==> config.mk <==
export PLATFORM = sky130hd
export DESIGN_NAME = uart_bus_master
export DESIGN_NICKNAME = d
export VERILOG_FILES = /design/src/rtl/uart_bus_master.sv
export SDC_FILE = /design/constraint.sdc
export NUM_CORES = 1
export LEC_CHECK = 0
export BUFFER_PORTS_ARGS = -buffer_cell sky130_fd_sc_hd__buf_4
export CAP_MARGIN = 10
export CORE_MARGIN = 1.5
export CORE_UTILIZATION = 55
export CTS_BUF_LIST = sky130_fd_sc_hd__clkbuf_4 sky130_fd_sc_hd__clkbuf_8
export CTS_CLUSTER_DIAMETER = 80
export DETAILED_ROUTE_END_ITERATION = 12
export GPL_ROUTABILITY_DRIVEN = 0
export PLACE_DENSITY = 0.91
export SYNTH_ARGS = -nofsm -noshare
export SYNTH_HDL_FRONTEND = slang
export SYNTH_SLANG_ARGS = --single-unit
==> constraint.sdc <==
create_clock -name clk -period 2.7 [get_ports clk]
set_input_delay 0.675 -clock clk [delete_from_list [all_inputs] [get_ports clk]]
set_output_delay 0.675 -clock clk [all_outputs]
set_load 0.05 [all_outputs]
==> src/rtl/uart_bus_master.sv <==
// UART-driven word read/write initiator for the CPU memory bus (debug / boot loader).
// Frames: cmd, addr[4] LSB first, and for 'W' data[4] LSB first; replies go back over the uart TX side.
module uart_bus_master #(
    parameter int unsigned TIMEOUT_CYCLES = 2500000,
    parameter logic [7:0]  ACK_BYTE       = 8'h4B,
    parameter logic [7:0]  NAK_BYTE       = 8'h3F
) (
    input  logic        clk,
    input  logic        resetn,
    input  logic [7:0]  rx_data,
    input  logic        rx_avail,
    input  logic        rx_error,
    output logic        rx_ack,
    output logic [7:0]  tx_data,
    output logic        tx_wr,
    input  logic        tx_busy,
    output logic [31:0] mem_addr,
    output logic [31:0] mem_wdata,
    output logic [3:0]  mem_wmask,
    output logic        mem_rstrb,
    input  logic [31:0] mem_rdata,
    input  logic        mem_rbusy,
    input  logic        mem_wbusy,
    output logic        cpu_hold,
    output logic [3:0]  dbg_state
);

    localparam int TW = $clog2(TIMEOUT_CYCLES + 1);
    localparam logic [TW-1:0] TMO_LAST = TW'(TIMEOUT_CYCLES - 1);
    localparam logic [7:0] CMD_W = 8'h57;
    localparam logic [7:0] CMD_R = 8'h52;

    typedef enum logic [3:0] {
        S_IDLE    = 4'd0,
        S_ADDR    = 4'd1,
        S_DATA    = 4'd2,
        S_MEM_WR  = 4'd3,
        S_WR_WAIT = 4'd4,
        S_MEM_RD  = 4'd5,
        S_RD_WAIT = 4'd6,
        S_TX      = 4'd7,
        S_TX_WAIT = 4'd8
    } state_t;

    state_t        state_q;
    logic [1:0]    cnt_q;
    logic [1:0]    tx_last_q;
    logic [TW-1:0] tmo_q;
    logic          is_wr_q;
    logic [31:0]   addr_q;
    logic [31:0]   wdata_q;
    logic [31:0]   tx_buf_q;
    logic          rx_ack_q;
    logic          rx_skip_q;
    logic [7:0]    tx_data_q;
    logic          tx_wr_q;
    logic [3:0]    mem_wmask_q;
    logic          mem_rstrb_q;
    logic          cpu_hold_q;

    logic intake_state;
    logic rx_take;
    logic [4:0] byte_sel;

    // The uart drops rx_avail one cycle after seeing rx_ack, so both the ack cycle
    // and the one after it must not be mistaken for a fresh byte.
    assign intake_state = (state_q == S_IDLE) || (state_q == S_ADDR) || (state_q == S_DATA);
    assign rx_take      = rx_avail && !rx_ack_q && !rx_skip_q && intake_state;
    assign byte_sel     = {cnt_q, 3'b000};

    always_ff @(posedge clk) begin
        if (!resetn) begin
            state_q     <= S_IDLE;
            cnt_q       <= 2'd0;
            tx_last_q   <= 2'd0;
            tmo_q       <= '0;
            is_wr_q     <= 1'b0;
            addr_q      <= 32'd0;
            wdata_q     <= 32'd0;
            tx_buf_q    <= 32'd0;
            rx_ack_q    <= 1'b0;
            rx_skip_q   <= 1'b0;
            tx_data_q   <= 8'd0;
            tx_wr_q     <= 1'b0;
            mem_wmask_q <= 4'd0;
            mem_rstrb_q <= 1'b0;
            cpu_hold_q  <= 1'b0;
        end else begin
            rx_ack_q    <= 1'b0;
            rx_skip_q   <= rx_ack_q;
            tx_wr_q     <= 1'b0;
            mem_wmask_q <= 4'd0;
            mem_rstrb_q <= 1'b0;

            case (state_q)
                S_IDLE: begin
                    tmo_q <= '0;
                    if (rx_take) begin
                        rx_ack_q <= 1'b1;
                        cnt_q    <= 2'd0;
                        if (rx_error) begin
                            state_q <= S_IDLE;
                        end else if (rx_data == CMD_W || rx_data == CMD_R) begin
                            is_wr_q    <= (rx_data == CMD_W);
                            cpu_hold_q <= 1'b1;
                            state_q    <= S_ADDR;
                        end else begin
                            tx_buf_q  <= {24'd0, NAK_BYTE};
                            tx_last_q <= 2'd0;
                            state_q   <= S_TX;
                        end
                    end
                end

                S_ADDR, S_DATA: begin
                    if (rx_take) begin
                        rx_ack_q <= 1'b1;
                        tmo_q    <= '0;
                        if (rx_error) begin
                            cpu_hold_q <= 1'b0;
                            state_q    <= S_IDLE;
                        end else begin
                            cnt_q <= cnt_q + 2'd1;
                            if (state_q == S_ADDR) begin
                                addr_q[byte_sel +: 8] <= rx_data;
                            end else begin
                                wdata_q[byte_sel +: 8] <= rx_data;
                            end
                            if (cnt_q == 2'd3) begin
                                if (state_q == S_DATA) begin
                                    mem_wmask_q <= 4'hF;
                                    state_q     <= S_MEM_WR;
                                end else if (is_wr_q) begin
                                    state_q <= S_DATA;
                                end else begin
                                    mem_rstrb_q <= 1'b1;
                                    state_q     <= S_MEM_RD;
                                end
                            end
                        end
                    end else if (tmo_q == TMO_LAST) begin
                        // Stalled host: drop the partial frame silently and free the bus.
                        tmo_q      <= '0;
                        cpu_hold_q <= 1'b0;
                        state_q    <= S_IDLE;
                    end else begin
                        tmo_q <= tmo_q + 1'b1;
                    end
                end

                S_MEM_WR: state_q <= S_WR_WAIT;

                S_WR_WAIT: begin
                    if (!mem_wbusy) begin
                        tx_buf_q  <= {24'd0, ACK_BYTE};
                        tx_last_q <= 2'd0;
                        cnt_q     <= 2'd0;
                        state_q   <= S_TX;
                    end
                end

                S_MEM_RD: state_q <= S_RD_WAIT;

                S_RD_WAIT: begin
                    if (!mem_rbusy) begin
                        tx_buf_q  <= mem_rdata;
                        tx_last_q <= 2'd3;
                        cnt_q     <= 2'd0;
                        state_q   <= S_TX;
                    end
                end

                S_TX: begin
                    if (!tx_busy) begin
                        tx_data_q <= tx_buf_q[byte_sel +: 8];
                        tx_wr_q   <= 1'b1;
                        state_q   <= S_TX_WAIT;
                    end
                end

                S_TX_WAIT: begin
                    // tx_wr_q is still high in the first cycle here; tx_busy is not valid yet.
                    if (!tx_wr_q && !tx_busy) begin
                        if (cnt_q == tx_last_q) begin
                            cpu_hold_q <= 1'b0;
                            state_q    <= S_IDLE;
                        end else begin
                            cnt_q   <= cnt_q + 2'd1;
                            state_q <= S_TX;
                        end
                    end
                end

                default: begin
                    cpu_hold_q <= 1'b0;
                    state_q    <= S_IDLE;
                end
            endcase
        end
    end

    assign rx_ack    = rx_ack_q;
    assign tx_data   = tx_data_q;
    assign tx_wr     = tx_wr_q;
    assign mem_addr  = addr_q & 32'hFFFF_FFFC;
    assign mem_wdata = wdata_q;
    assign mem_wmask = mem_wmask_q;
    assign mem_rstrb = mem_rstrb_q;
    assign cpu_hold  = cpu_hold_q;
    assign dbg_state = state_q;

endmodule
==> impl.org <==
** Global routing
- Global-route usage over all layers :: 27.4%
- After global routing the overflow that remains totals 0.
- Entering global routing, the biggest net connects 62 pins.
- The number of global-route vias before repair is 5403.
- The first global-routing pass estimated 25400 um of wire.
- Antenna violations before repair :: 0

** Critical path
- Most used cell, CP :: sky130_fd_sc_hd__buf_4
- Crit. End Element :: output port
- WP buf/inv :: 2
- Largest driver fanout on the critical path :: 15
- The setup path with the least slack is of type register to output port.
- Worst-path cell with the longest stage delay :: sky130_fd_sc_hd__dfxtp_1
- The signal on the critical path passes through buf_4 -> buf_4.
- Required arrival time at the worst endpoint :: 2.03 ns
- Arr. time, crit path :: 1.70 ns
- Among cell families on the critical path, the largest total delay comes from flip-flops.
- In this design, the stage delay of the slowest critical-path cell is 0.76 ns.
- The worst setup path is launched from a register.

** Layout
- The area growth from synthesis to layout is 24.0%.
- Fraction of final layout cells with drive strength greater than 1 :: 24.7%
- The final layout contains 894 nets.
- Count of non-filler cells in the finished layout :: 994
- Final Instance Area :: 0.00761 mm^2
- Measured on the finished design, the core utilization comes to 70.2%.
- The repair_antennas step left the layout with diodes totalling 0.

** Drt
- Via count :: 5740
- The count of nets left with antenna violations once routing finished came out at 0.
- The detailed router finished its first iteration with 416 violations.
- Drt via density :: 5.77
- Total Routed Length :: 15800 um
- The first TritonRoute pass finished after 5 iterations.
- For this run, design rule violations remaining after detail routing come to 0.
- Routed WL per cell :: 15.9 um

** Synthesis
- Count of warnings emitted by yosys :: 0
- For this run, the register share of the synthesized area comes to 45.0%.
- The most used flip-flop cell after synthesis is sky130_fd_sc_hd__dfxtp_1.
- Synthesized area per cell :: 8.37 um^2
- The synthesized netlist contains 62 unique library cells.
- After technology mapping, the gate count stands at 733.
- Share of synthesized registers carrying an async set or reset :: 0%
- Counting flops and latches in the post-synthesis netlist gives 138.
- The synthesized netlist occupies a cell area of 0.00613 mm^2.
- Number of enable-type register cells in the synthesized netlist :: 0

** STA
- Share of the clock period used by the worst path :: 88.0%
- Measured against its own limit, the worst slew margin works out to 55.1%.
- Setup slack closes at 0.323 ns.
- Setup repair after global routing left no endpoint under its margin.
- Worst slew pin tran :: 0.673 ns
- The number of failing hold endpoints at the final stage is 0.
- Time the worst path needs with I/O delays and setup :: 2.38 ns
- The max-slew violation total from the final report is 0.
- For this run, the top clock speed supported by timing is 421 MHz.
- Setup skew after layout :: 0.0129 ns
- Worst hold margin :: 0.458 ns
- Summed over all failing endpoints, the final setup total negative slack is 0 ns.
- Setup violations remaining at the end of the flow were counted as 0.

** Floorplan
- Starting density of the core :: 56.6%
- Io pins :: 131
- Total die area :: 0.0118 mm^2
- Height of the die :: 109 um
- Placement row count :: 38
- The core region is 0.0108 mm^2.
- Chip Width :: 109 um

** Pwr
- Power spread over the standard cell area amounts to 733 mW/mm^2.
- Final total power :: 5.57 mW
- Leak pwr :: 2.83 nW
- IR drop worst, VDD :: 518 uV

** Clock network
- The clock reaches the later pin of the worst-skew pair after 0.44 ns.
- TritonCTS built the clock tree.
- Clock Tree Buf Depth :: 2
- Post-CTS Resized :: 0
- In this run the post-CTS setup repair buffer count came out at 0.
- Clock tree synthesis found a total of 138 sinks.
- Clock-pin slew reported for the worst setup and hold paths after clock tree synthesis :: 0.08 ns
- The number of hold buffers added after CTS was 0.
- Num CTS Buffers :: 17
- Level count of the clock H-tree :: 4
- Clk root buf :: sky130_fd_sc_hd__clkbuf_8

** Run status
- Status :: complete, no violations

** Hold path
- Worst Hold Class :: register to register

** Flow run
- The tool flagged a number of max-cap violations equal to 0.

** Placement
- Final HPWL DP :: 10700 um
- OpenSTA, run right after detailed placement, puts the worst setup slack at 0.321 ns.
- Buffers placed on the I/O ports in this run total 128.
- Placed cell area :: 0.00719 mm^2
- The number of placed instances, taps included, is 962.
report_power, final:
part	leakage, nW	internal, mW	switching (mW)
clock	0.207	0.956	0.818
combinational	1.51	0.596	0.911
sequential	1.11	2.13	0.160
total	2.83	3.68	1.89
sequential cells by signal, indices dropped and copies added, names as in the netlist:
signal and cells:
tx_data 8, cnt_q 2, dbg_state 4, rx_ack 1, mem_wdata 32, is_wr_q 1, rx_skip_q 1, mem_wmask 1
tmo_q 22, cpu_hold 1, tx_wr 1, addr_q 30, tx_last_q 1, mem_rstrb 1, tx_buf_q 32
final timing paths:
| check | startpoint | to | slack, ns | depth (start not counted) |
|---|---|---|---|---|
| setup / recovery | dbg_state[0]$_SDFFE_PN0P_ | dbg_state[0] | 0.32 | 2 |
| setup reg to reg | dbg_state[1]$_SDFFE_PN0P_ | cnt_q[0]$_SDFFE_PN0P_ | 0.43 | 5 |
| hold / removal | addr_q[17]$_SDFFE_PN0P_ | addr_q[17]$_SDFFE_PN0P_ | 0.46 | 2 |
| hold reg to reg | addr_q[17]$_SDFFE_PN0P_ | addr_q[17]$_SDFFE_PN0P_ | 0.46 | 2 |
layer usage:
metal  global-route usage (%)  share of wire, %
met1                     35.3                43
met2                     44.6                49
met3                     4.96               6.3
met4                     13.1               2.1
met5                        0                 0
cell usage after synthesis (5+ instances only):
library cell,n,area share [%]
sky130_fd_sc_hd__nor3_1,10,0.82
sky130_fd_sc_hd__xor2_1,10,1.4
sky130_fd_sc_hd__nand4_1,42,4.3
sky130_fd_sc_hd__nor2_1,33,2.0
sky130_fd_sc_hd__nand2_1,129,7.9
sky130_fd_sc_hd__ha_1,6,1.2
sky130_fd_sc_hd__nor3b_1,6,0.73
sky130_fd_sc_hd__inv_1,12,0.73
sky130_fd_sc_hd__nand3_1,47,3.8
sky130_fd_sc_hd__a21oi_1,105,8.6
sky130_fd_sc_hd__o21ai_1,5,0.41
sky130_fd_sc_hd__dfxtp_1,138,45
sky130_fd_sc_hd__buf_2,9,0.73
sky130_fd_sc_hd__clkbuf_1,45,2.8
sky130_fd_sc_hd__and3_1,9,0.92
sky130_fd_sc_hd__o21ai_0,28,2.3
sky130_fd_sc_hd__mux4_2,8,2.9
sky130_fd_sc_hd__xnor2_1,8,1.1
sky130_fd_sc_hd__buf_4,6,0.73
sky130_fd_sc_hd__or4_1,5,0.61
layout by cell type, fill, tap and decap left out, drive strengths merged, types with 9 or more instances in the layout:
master,instances
buf,150
dfxtp,138
nand2,129
a21oi,105
nand3,47
nand4,42
o21ai,34
nor2,33
clkbuf,19
inv,15
xor2,11
nor3,10
and3,9
cell families after synthesis:
family | count (synthesis) | synth area share [%]
xor gates and xnor gates | 19 | 2.84
muxes | 12 | 3.61
AOI/OAI and AO/OA | 171 | 16.1
DFF | 138 | 45.0
buffers and inverters | 74 | 5.22
other | 1 | 0.0611
and+or+nand+nor | 312 | 25.9
adders and majority gates | 6 | 1.22
layout make-up:
cell class	instances	area (um^2)
multi-input combinational	522	3060
sequential	138	2760
clock inverter	13	166
fill	859	3230
clock buffer	19	255
timing repair buffer	150	1140
tap	140	175
inverter	12	45.0
tightest hold or removal path, cell delays in order (launching register included):
cell and delay [ns]:
sky130_fd_sc_hd__dfxtp_1 0.31, sky130_fd_sc_hd__nand2_1 0.05, sky130_fd_sc_hd__a21oi_1 0.05
Power figures use the tool's default switching activity.
